--- src/rtl/fixed_isqrt_arbiter.sv ---
// Round-robin arbiter sharing one fixed_isqrt pipeline among N_REQ requesters.
// An in-order tag FIFO routes each pipeline result back to the requester that issued it.
module fixed_isqrt_arbiter #(
  parameter int N_REQ        = 4,
  parameter int IN_WIDTH     = 16,
  parameter int MAX_INFLIGHT = 8
) (
  input  logic                              clk,
  input  logic                              rst,
  input  logic [N_REQ*2*IN_WIDTH-1:0]       req_data,
  input  logic [N_REQ-1:0]                  req_valid,
  output logic [N_REQ-1:0]                  req_ready,
  output logic [N_REQ*2*IN_WIDTH-1:0]       resp_data,
  output logic [N_REQ-1:0]                  resp_valid,
  input  logic [N_REQ-1:0]                  resp_ready,
  output logic [2*IN_WIDTH-1:0]             isqrt_in_data,
  output logic                              isqrt_in_valid,
  input  logic                              isqrt_in_ready,
  input  logic [2*IN_WIDTH-1:0]             isqrt_out_data,
  input  logic                              isqrt_out_valid,
  output logic                              isqrt_out_ready,
  output logic [$clog2(MAX_INFLIGHT):0]     inflight,
  output logic                              err
);

  localparam int ID_WIDTH = $clog2(N_REQ);
  localparam int DW       = 2*IN_WIDTH;
  localparam int PW       = $clog2(MAX_INFLIGHT);
  localparam int CW       = PW + 1;
  localparam logic [ID_WIDTH-1:0] LAST_RST = ID_WIDTH'(N_REQ-1);
  localparam logic [CW-1:0]       FULL_CNT = CW'(MAX_INFLIGHT);

  logic [ID_WIDTH-1:0] last_r;
  logic [ID_WIDTH-1:0] tag_mem_r [MAX_INFLIGHT];
  logic [PW-1:0]       wr_ptr_r;
  logic [PW-1:0]       rd_ptr_r;
  logic [CW-1:0]       inflight_r;
  logic                err_r;

  logic [ID_WIDTH-1:0] grant_s;
  logic [ID_WIDTH-1:0] head_id_s;
  logic                can_issue_s;
  logic                issue_s;
  logic                nonempty_s;
  logic                ret_s;
  logic                spurious_s;

  // Requester id that sits `step` places after `base` in the circular order.
  function automatic logic [ID_WIDTH-1:0] rr_id(input logic [ID_WIDTH-1:0] base, input int step);
    int sum;
    sum = (int'(base) + step) % N_REQ;
    return ID_WIDTH'(sum);
  endfunction

  // Round-robin grant: scanned farthest-first so the nearest valid requester after last_r wins.
  always_comb begin
    grant_s = '0;
    for (int k = N_REQ; k >= 1; k--) begin
      grant_s = req_valid[rr_id(last_r, k)] ? rr_id(last_r, k) : grant_s;
    end
  end

  // Issue handshake towards the shared pipeline; a full FIFO blocks issue even if it pops this cycle.
  always_comb begin
    can_issue_s    = (|req_valid) && (inflight_r < FULL_CNT) && !rst;
    issue_s        = can_issue_s && isqrt_in_ready;
    isqrt_in_valid = can_issue_s;
    isqrt_in_data  = req_data[DW-1:0];
    req_ready      = '0;
    for (int i = 0; i < N_REQ; i++) begin
      if (can_issue_s && (grant_s == ID_WIDTH'(i))) begin
        isqrt_in_data = req_data[i*DW +: DW];
        req_ready[i]  = isqrt_in_ready;
      end else begin
        req_ready[i]  = 1'b0;
      end
    end
  end

  // Return routing: the FIFO head owns the current pipeline result and may stall it.
  always_comb begin
    nonempty_s      = (inflight_r != '0) && !rst;
    head_id_s       = tag_mem_r[rd_ptr_r];
    isqrt_out_ready = nonempty_s && resp_ready[head_id_s];
    ret_s           = isqrt_out_valid && isqrt_out_ready;
    spurious_s      = isqrt_out_valid && (inflight_r == '0);
    resp_valid      = '0;
    for (int i = 0; i < N_REQ; i++) begin
      resp_valid[i] = isqrt_out_valid && nonempty_s && (head_id_s == ID_WIDTH'(i));
    end
  end

  assign resp_data = {N_REQ{isqrt_out_data}};
  assign inflight  = inflight_r;
  assign err       = err_r;

  // Control state: round-robin pointer, FIFO pointers, occupancy and sticky error.
  always_ff @(posedge clk) begin
    if (rst) begin
      last_r     <= LAST_RST;
      wr_ptr_r   <= '0;
      rd_ptr_r   <= '0;
      inflight_r <= '0;
      err_r      <= 1'b0;
    end else begin
      if (issue_s) begin
        last_r   <= grant_s;
        wr_ptr_r <= wr_ptr_r + PW'(1);
      end
      if (ret_s) begin
        rd_ptr_r <= rd_ptr_r + PW'(1);
      end
      case ({issue_s, ret_s})
        2'b10:   inflight_r <= inflight_r + CW'(1);
        2'b01:   inflight_r <= inflight_r - CW'(1);
        default: inflight_r <= inflight_r;
      endcase
      if (spurious_s) begin
        err_r <= 1'b1;
      end
    end
  end

  // Tag storage needs no reset: entries are only read while inflight_r is non-zero.
  always_ff @(posedge clk) begin
    if (issue_s) begin
      tag_mem_r[wr_ptr_r] <= grant_s;
    end
  end

endmodule

--- config.mk ---
export PLATFORM = sky130hd
export DESIGN_NAME = fixed_isqrt_arbiter
export DESIGN_NICKNAME = d
export VERILOG_FILES = /design/src/rtl/fixed_isqrt_arbiter.sv
export SDC_FILE = /design/constraint.sdc
export NUM_CORES = 1
export LEC_CHECK = 0
export ABC_AREA = 1
export BUFFER_PORTS_ARGS = -buffer_cell sky130_fd_sc_hd__buf_2
export CORE_AREA = 2 2 136 138
export DETAILED_ROUTE_END_ITERATION = 7
export DIE_AREA = 0 0 138 140
export SLEW_MARGIN = 5
export SYNTH_ARGS = -nofsm -noshare
export SYNTH_HDL_FRONTEND = slang
export SYNTH_SLANG_ARGS = --single-unit
--- constraint.sdc ---
create_clock -name clk -period 3.4 [get_ports clk]
set_clock_uncertainty 0.1 [all_clocks]
set_input_delay 0.34 -clock clk [delete_from_list [all_inputs] [get_ports clk]]
set_output_delay 0.34 -clock clk [all_outputs]
set_load 0.01 [all_outputs]
# Yosys cells after proc, flatten, opt, wreduce, memory -nomap -nowiden
# Memories as Yosys holds them, arrays and structs flattened. A register that Yosys moved wholly into a read port is not among the register bits.
# Cells that the tools add are included.
dict set report classes {
  n_lt_le_gt_ge 6
  n_reduce_logical 23
  addsub 8
  n_eq_ne 8
  muxes 26
}
# cell count
set ops {}
lappend ops {{32-bit two-way mux} 3}
lappend ops {{1-bit logical AND} 16}
lappend ops {{2-bit by 3-bit < comparator with 1-bit output, second input constant} 5}
lappend ops {{1-bit two-way mux} 11}
lappend ops {{1-bit binary-select mux with 2-bit select} 5}
lappend ops {{2-bit == test, second input constant} 5}
lappend ops {{2-bit two-way mux} 4}
lappend ops {{4-bit one-hot mux with 2 select lines} 1}
lappend ops {{3-bit by 1-bit adder with 3-bit output, second input constant} 2}
lappend ops {{2-bit by 1-bit == test with 1-bit output, second input constant} 3}
lappend ops {{3-bit two-way mux} 2}
lappend ops {{2-bit by 1-bit adder with 2-bit output, second input constant} 2}
lappend ops {{2-bit adder, second input constant} 2}
lappend ops {{4-bit by 1-bit adder with 4-bit output, second input constant} 1}
lappend ops {{2-bit logical NOT} 2}
lappend ops {{4-bit logical NOT} 1}
lappend ops {{4-bit < comparator, second input constant} 1}
lappend ops {{4-bit nonzero test} 1}
lappend ops {{4-bit OR reduction} 1}
lappend ops {{4-bit by 1-bit subtractor with 4-bit output, second input constant} 1}
lappend ops {{2-bit nonzero test} 1}
lappend ops {{1-bit logical NOT} 1}
dict set report totals {
  input_bits 172
  elab_cells 77
  out_inout_bits 175
  mem_bits_rw 16
  mem_count 1
  ff_bits 13
}
# memory depth width read_ports rd_clocked_by_memory_dff wr line
set mem_list {}
lappend mem_list {tag_mem_r 8 2 1 1 1 34} ;# logic [ID_WIDTH-1:0] tag_mem_r [MAX_INFLIGHT];

# Logic depth before layout (Yosys ltp)
# Gate-level depths: netlist of the first run.
dict set report logic_depth {
  word_depth 12
  ltp_mapped 22
  ltp_nobuf 21
}

# Worst setup path before layout of the first run
# OpenSTA, ideal clock, no wires.
dict set report synth_path {
  path_kind {reg2reg}
  from {reg with a tool-made name}
  to {reg inflight_r[2] (netlist: inflight[2])}
  setup_time_ns 0.117
  synth_period_minus_slack_ns 2.529
  stages_incl_launch_ff 22
  arrival_time_ns 2.312
  slack_ns 0.871
  path_buffers 1
  path_cell_list {dfxtp_1 -> buf_2 -> inv_2 -> nand2_1 -> nand3_1 -> nand2_1 -> nand2_1 -> nand2_1 -> nand2_1 -> nor2_1 -> nor2_1 -> nand3_1 -> inv_1 -> ha_1 -> nand2_1 -> inv_1 -> nor2_1 -> ha_1 -> a21oi_1 -> nor2_1 -> o221ai_1 -> inv_1}
}
# item line
set synth_rtl {}
lappend synth_rtl {{end signal, assigned} 114} ;# 2'b10: inflight_r <= inflight_r + CW'(1);
lappend synth_rtl {{end signal, assigned} 115} ;# 2'b01: inflight_r <= inflight_r - CW'(1);
lappend synth_rtl {{end signal, assigned} 116} ;# default: inflight_r <= inflight_r;
lappend synth_rtl {{end, declared} 37} ;# logic [CW-1:0] inflight_r;

# Worst setup path in the final report of the first run
dict set report layout_path {
  from {reg last_r[0]}
  to {out isqrt_in_data[19]}
}
dict set report layout_via {
  elab_chain_cells 12
  elab_cells_between_ends 25
}
# item line
set layout_lines {}
lappend layout_lines {{start, declared} 33} ;# logic [ID_WIDTH-1:0] last_r;
lappend layout_lines {{start signal, assigned} 107} ;# last_r <= grant_s;
lappend layout_lines {{2-bit by 1-bit adder with 2-bit output} 51} ;# sum = (int'(base) + step) % N_REQ;
lappend layout_lines {{1-bit binary-select mux with 2-bit select} 59} ;# grant_s = req_valid[rr_id(last_r, k)] ? rr_id(last_r, k) : grant_s;
lappend layout_lines {{1-bit two-way mux (implied by the code)} 59}
lappend layout_lines {{2-bit two-way mux (3 in series)} 59}
lappend layout_lines {{2-bit two-way mux (*)} 59}
lappend layout_lines {{2-bit by 1-bit == test with 1-bit output} 71} ;# if (can_issue_s && (grant_s == ID_WIDTH'(i))) begin
lappend layout_lines {{1-bit logical AND} 71}
lappend layout_lines {{32-bit two-way mux (2 in series)} 71}
lappend layout_lines {{32-bit two-way mux (*)} 71}
lappend layout_lines {{end, declared} 16} ;# output logic [2*IN_WIDTH-1:0] isqrt_in_data,
# Mark *: on every way between the ends. The rest lies on a longest branch, timed or not. The select of a mux whose other input is x is not followed.

==> out/results.ini, run 1 <==
[power_and_ir_drop]
total_power_mw = 1.90
power.density_mw_per_mm2 = 438
peakVddDrop_uv = 253
leakagePower_nw = 2.50

[layout]
fin_nets = 881
syn2layout_area_growth_pct = 8.43
final_cell_mix = nand2_1 (202), buf_2 (186), nand3_1 (84)
nFillCells = 2079
final_common_cell = nand2_1
drive_gt1_frac = 0.309

[clocking]
path_clk_slew_ps = 50
cts_root_buf = clkbuf_16
htreeDepth = 2
cts_buffers = 5
clock_latency_ps = 280
cts_sinks = 32
cts_max_path_buffers = 2
cts_tree = built

[setup_path]
crit_path_frequent_cell = nand2_1
reg2regPathDepth = 19
r2r_end = inflight[2]
critPathArrivalTime_ps = 2620
crit_required_ps = 2960
path_class = flip-flop to output pin
crit_path_max_incr_delay_ps = 500
r2r_slack_ps = 450
crit_chain = inv_2, nand2_1, nand2_2, inv_2, nand2_1, nand2_1, nand2_1, nand2_1, nand2_1, nand2_2, inv_1, nand2_4, buf_12, nand3_1, nand2_1, nand2_1, buf_2
crit_path_end_kind = output pin
worst-path-max-fanout = 17
critical_path.slowest_cell = dfxtp_1
worstSetupStartpointType = flip-flop

[timing]
drv_slew = 0
relSlewSlack = 0.619
timing.final.crit_share = 0.901
fin_crit_ps = 3060
rsz0062_at_grt = no
max_freq_ghz = 0.326
setup-tns-final_ps = 0
finalHoldViolations = 0
tightest_slew_ps = 566
setup_viol_count_final = 0

[hold_path]
hold_depth = 3
worstHoldStart = isqrt_out_valid
whs_endpoint = err
worstHoldPathType = input port to flip-flop

[global_routing]
gr-total-overflow = 0
antenna_found_initial = 2
grt_pass1_vias = 3848
grt_max_degree = 45
grt_pass1_wl_um = 18300
grt.total_usage = 0.113

[place]
dp_hpwl_um = 8970
gp_congestion = 0.787
port_buffers = 186

[routing]
postRouteAntennaNets = 0
firstDrtPassIters = 4
num_vias = 3884
vias_per_cell = 4.15
drt_iter0_markers = 143
drt_wl_total_um = 11400
drc_errors = 0
post_drt_wl_per_cell_um = 12.1

[synth]
yosysTopAreaCellShare = 0.249
syn_area_mm2 = 0.00401
synthesis.nets = 834
synth.distinct_cells = 30
synthTopCellsByArea = buf_4 (25%), nand2_1 (19%), edfxtp_1 (12%)
synth_edf_count = 16
ys_ff_latch = 32
synth_flop_cell = edfxtp_1
syn_avg_cell_area_um2 = 6.10
yosysWarningCount = 0
synth_top_area_cell = buf_4
ys_seq_area_frac = 0.200
synth_cells = 657
async_reset_ff_frac = 0

[die]
start_util = 0.225
rows = 49
io_pins = 347
dieArea_mm2 = 0.0193
die_w_um = 138
coreArea_mm2 = 0.0178
die_h_um = 140

[flow_run]
maxCapViolCount = 0

[run_status]
status = finished clean

logic make-up after synthesis:
group / count (synthesis) / share of synthesized area
flops: 32 / 0.200
xor+xnor: 3 / 0.00656
compound gates: 53 / 0.0727
buf+inv: 233 / 0.356
simple gates: 331 / 0.350
fa+ha+maj: 5 / 0.0156
timing repair:
item	in CTS	in global routing
buffers inserted	0	0
gates resized for setup	0	4
setup endpoints to repair	0	29
hold buffers	0	0
stage by stage:
step                area, um2  hold WS (ps)   util  instances  setup slack (ps)
global placement         4170           339  0.234        926               524
finish                   4350           264  0.244        935               335
floorplan                4010           358      -        657               871
CTS                      4330           258  0.244        934               199
detailed placement       4170           349  0.234        926               467
global route             4350           289  0.244        935              4.51
worst max-delay path by stage:
stage / startpoint / end
floorplan: flip-flop / inflight[2]
global placement: flip-flop / inflight[2]
detailed placement: flip-flop / inflight[2]
CTS: last_r[0] / isqrt_in_data[29]
global route: last_r[0] / isqrt_in_data[17]
finish: last_r[0] / isqrt_in_data[19]
critical path, delay by kind of cell (launching register included):
family,cells,cell delay (ps)
flops,1,500
simple gates,12,1200
buf+inv,5,630
cells in the mapped netlist, types with 5 or more instances:
cell and count:
nand2_1 202, buf_4 133, nand3_1 84, inv_1 75, o21ai_0 38, nor2_1 28, dfxtp_1 16, edfxtp_1 16
buf_2 12, a21oi_1 8, nand2_2 6, buf_6 5, ha_1 5, inv_2 5
state kept, by name, indices dropped and copies added (netlist names), named ones only:
register,count
err,1
inflight,4
last_r,2
rd_ptr_r,3
tag_mem_r,16
wr_ptr_r,3
routing by layer:
layer / global-route usage / wire (um)
met1: 0.131 / 4690
met2: 0.196 / 5310
met3: 0.0274 / 912
met4: 0.0532 / 439
met5: 0 / 13
power breakdown:
| group | switching, mW | internal (mW) |
|---|---|---|
| Combinational | 0.593 | 0.342 |
| Sequential | 0.0234 | 0.443 |
| Clock | 0.160 | 0.343 |
| Total | 0.776 | 1.13 |
layout make-up:
| cell class | instances | area [um2] | share of cell area |
|---|---|---|---|
| clock inverter | 3 | 42.5 | 0.00979 |
| multi-input combinational | 392 | 1790 | 0.411 |
| timing repair buffer | 193 | 1000 | 0.230 |
| clock buffer | 5 | 125 | 0.0288 |
| antenna | 1 | 2.50 | 0.000576 |
| sequential | 32 | 801 | 0.184 |
| inverter | 80 | 303 | 0.0697 |
| tap | 229 | 287 | 0.0659 |
Power figures use the tool's default switching activity.
==> run 2: changes to the inputs <==
--- a/config.mk
+++ b/config.mk
@@ -7,9 +7,9 @@
 export LEC_CHECK = 0
 export ABC_AREA = 1
 export BUFFER_PORTS_ARGS = -buffer_cell sky130_fd_sc_hd__buf_2
-export CORE_AREA = 2 2 136 138
+export CORE_AREA = 2 2 133 135
 export DETAILED_ROUTE_END_ITERATION = 7
-export DIE_AREA = 0 0 138 140
+export DIE_AREA = 0 0 135 137
 export SLEW_MARGIN = 5
 export SYNTH_ARGS = -nofsm -noshare
 export SYNTH_HDL_FRONTEND = slang
==> constraint.sdc (replaced) <==
create_clock -name clk -period 2.6 [get_ports clk]
set_clock_uncertainty 0.1 [all_clocks]
set_input_delay 0.26 -clock clk [delete_from_list [all_inputs] [get_ports clk]]
set_output_delay 0.26 -clock clk [all_outputs]
set_load 0.01 [all_outputs]
==> out/results.ini, run 2 (synthesized netlist as in run 1, its figures left out) <==
[timing]
setup-tns-final_ps = 0
timing.final.crit_share = 0.989
tightest_slew_ps = 298
rsz0062_at_grt = yes
setup_viol_count_final = 0
max_freq_ghz = 0.389
finalHoldViolations = 0
fin_crit_ps = 2570
relSlewSlack = 0.801
drv_slew = 0

[die]
start_util = 0.235
rows = 48
io_pins = 347
die_h_um = 137
die_w_um = 135
dieArea_mm2 = 0.0185
coreArea_mm2 = 0.0171

[setup_path]
crit_required_ps = 2240
critPathBufInv = 4
crit_path_frequent_cell = nand2_1
worstSetupStartpointType = flip-flop
crit_path_end_kind = output pin
critical_path.slowest_cell = dfxtp_4
path_class = flip-flop to output pin
crit_chain = buf_6, o21ai_4, nand2_2, nand2_1, inv_1, nand2_1, nand2_2, a21oi_4, nand2_8, buf_12, nand2_1, nand3_1, nand2_1, nand2_1, buf_2
critical-path-top-delay-family = simple AND/OR/NAND/NOR gates
worst-path-max-fanout = 17
crit_path_max_incr_delay_ps = 370
critPathArrivalTime_ps = 2210

[place]
port_buffers = 186
dp_hpwl_um = 9080
gp_congestion = 0.815

[layout]
top_register = tag_mem_r
final_cell_mix = buf_2 (185), nand2_1 (181), inv_1 (73)
drive_gt1_frac = 0.413
largest_reg_flops = 16
syn2layout_area_growth_pct = 27.8
nFillCells = 1922
fin_nets = 922
postLayoutCoreUtil = 0.300
num_antenna_cells = 0
final_common_cell = buf_2

[routing]
num_vias = 4115
drt_wl_total_um = 13200
drc_errors = 0
firstDrtPassIters = 6
drt_iter0_markers = 177
postRouteAntennaNets = 0
post_drt_wl_per_cell_um = 13.6
vias_per_cell = 4.24

[clocking]
cts_root_buf = clkbuf_16
cts_max_path_buffers = 2
cts_sinks = 32
htreeDepth = 2
clock_latency_ps = 280
cts_buffers = 5
path_clk_slew_ps = 60
cts_tree = built
holdBufCountCts = 0

[power_and_ir_drop]
cell_internal_pwr_mw = 1.76
swShare = 0.407
pwr-share-seq = 0.204
p_sw_mw = 1.21
power.density_mw_per_mm2 = 580
peakVddDrop_uv = 314
p_comb_frac = 0.569
leakagePower_nw = 2.83
clkPwrFrac = 0.227

[global_routing]
antenna_found_initial = 0
grt_max_degree = 65
gr-total-overflow = 0
grt.total_usage = 0.116
grt_pass1_vias = 3762
grt_pass1_wl_um = 17400

[hold_path]
worstHoldPathType = input port to flip-flop

[run_status]
status = finished clean

[flow_run]
maxCapViolCount = 0

-- run 2: final timing paths --
kind	start	to	slack [ps]	cells past startpoint
worst min-delay path	isqrt_out_valid	err	190	3
worst min register to register	err	err	340	2
worst max-delay path	last_r[0]	isqrt_in_data[25]	30	15
worst max register to register	flip-flop	inflight[3]	100	19
-- run 2: tightest hold or removal path, cell delays in order --
cell and delay, ps:
buf_2 140, nand2_1 70, a21oi_1 50
-- run 2: final cells by class --
class	instances	area, um2	area share
Inverter	80	315	0.0615
Clock inverter	3	46.3	0.00903
Sequential cell	32	811	0.158
Tap cell	225	282	0.0549
Timing Repair Buffer	234	1520	0.296
Clock buffer	5	125	0.0244
Multi-Input combinational cell	392	2030	0.396
-- run 2: through the flow --
stage	hold WS [ps]	instances	worst slack, ps	area, um2	power (mW)
after floorplan	303	657	71.0	4010	1.62
after global placement	343	941	-115	4350	1.95
after detailed placement	337	941	-203	4350	1.95
after CTS	177	949	7.19	4560	2.65
after global routing	210	971	-99.7	5120	3.18
final	189	971	28.1	5120	2.97
-- run 2: repair_timing --
item / in CTS / in global routing
gates resized for setup: 11 / 82
setup endpoints to repair: 35 / 35
pin swaps: 0 / 17
gates cloned: 0 / 8
setup buffers: 0 / 14
-- run 2: power groups by stage --
stage	combinational, mW	clock, mW	sequential [mW]
finish	1.69	0.675	0.605
global route	1.86	0.707	0.610
CTS	1.36	0.689	0.604
detailed placement	1.33	0	0.613
global placement	1.34	0	0.613
floorplan	1.01	0	0.614
-- run 2: routing by layer --
metal,vias up,part of all wire,global-route usage
met4,0,0.033,0.0521
li1,2097,-,-
met5,-,0,0
met1,1805,0.40,0.136
met3,46,0.074,0.0293
met2,167,0.49,0.199
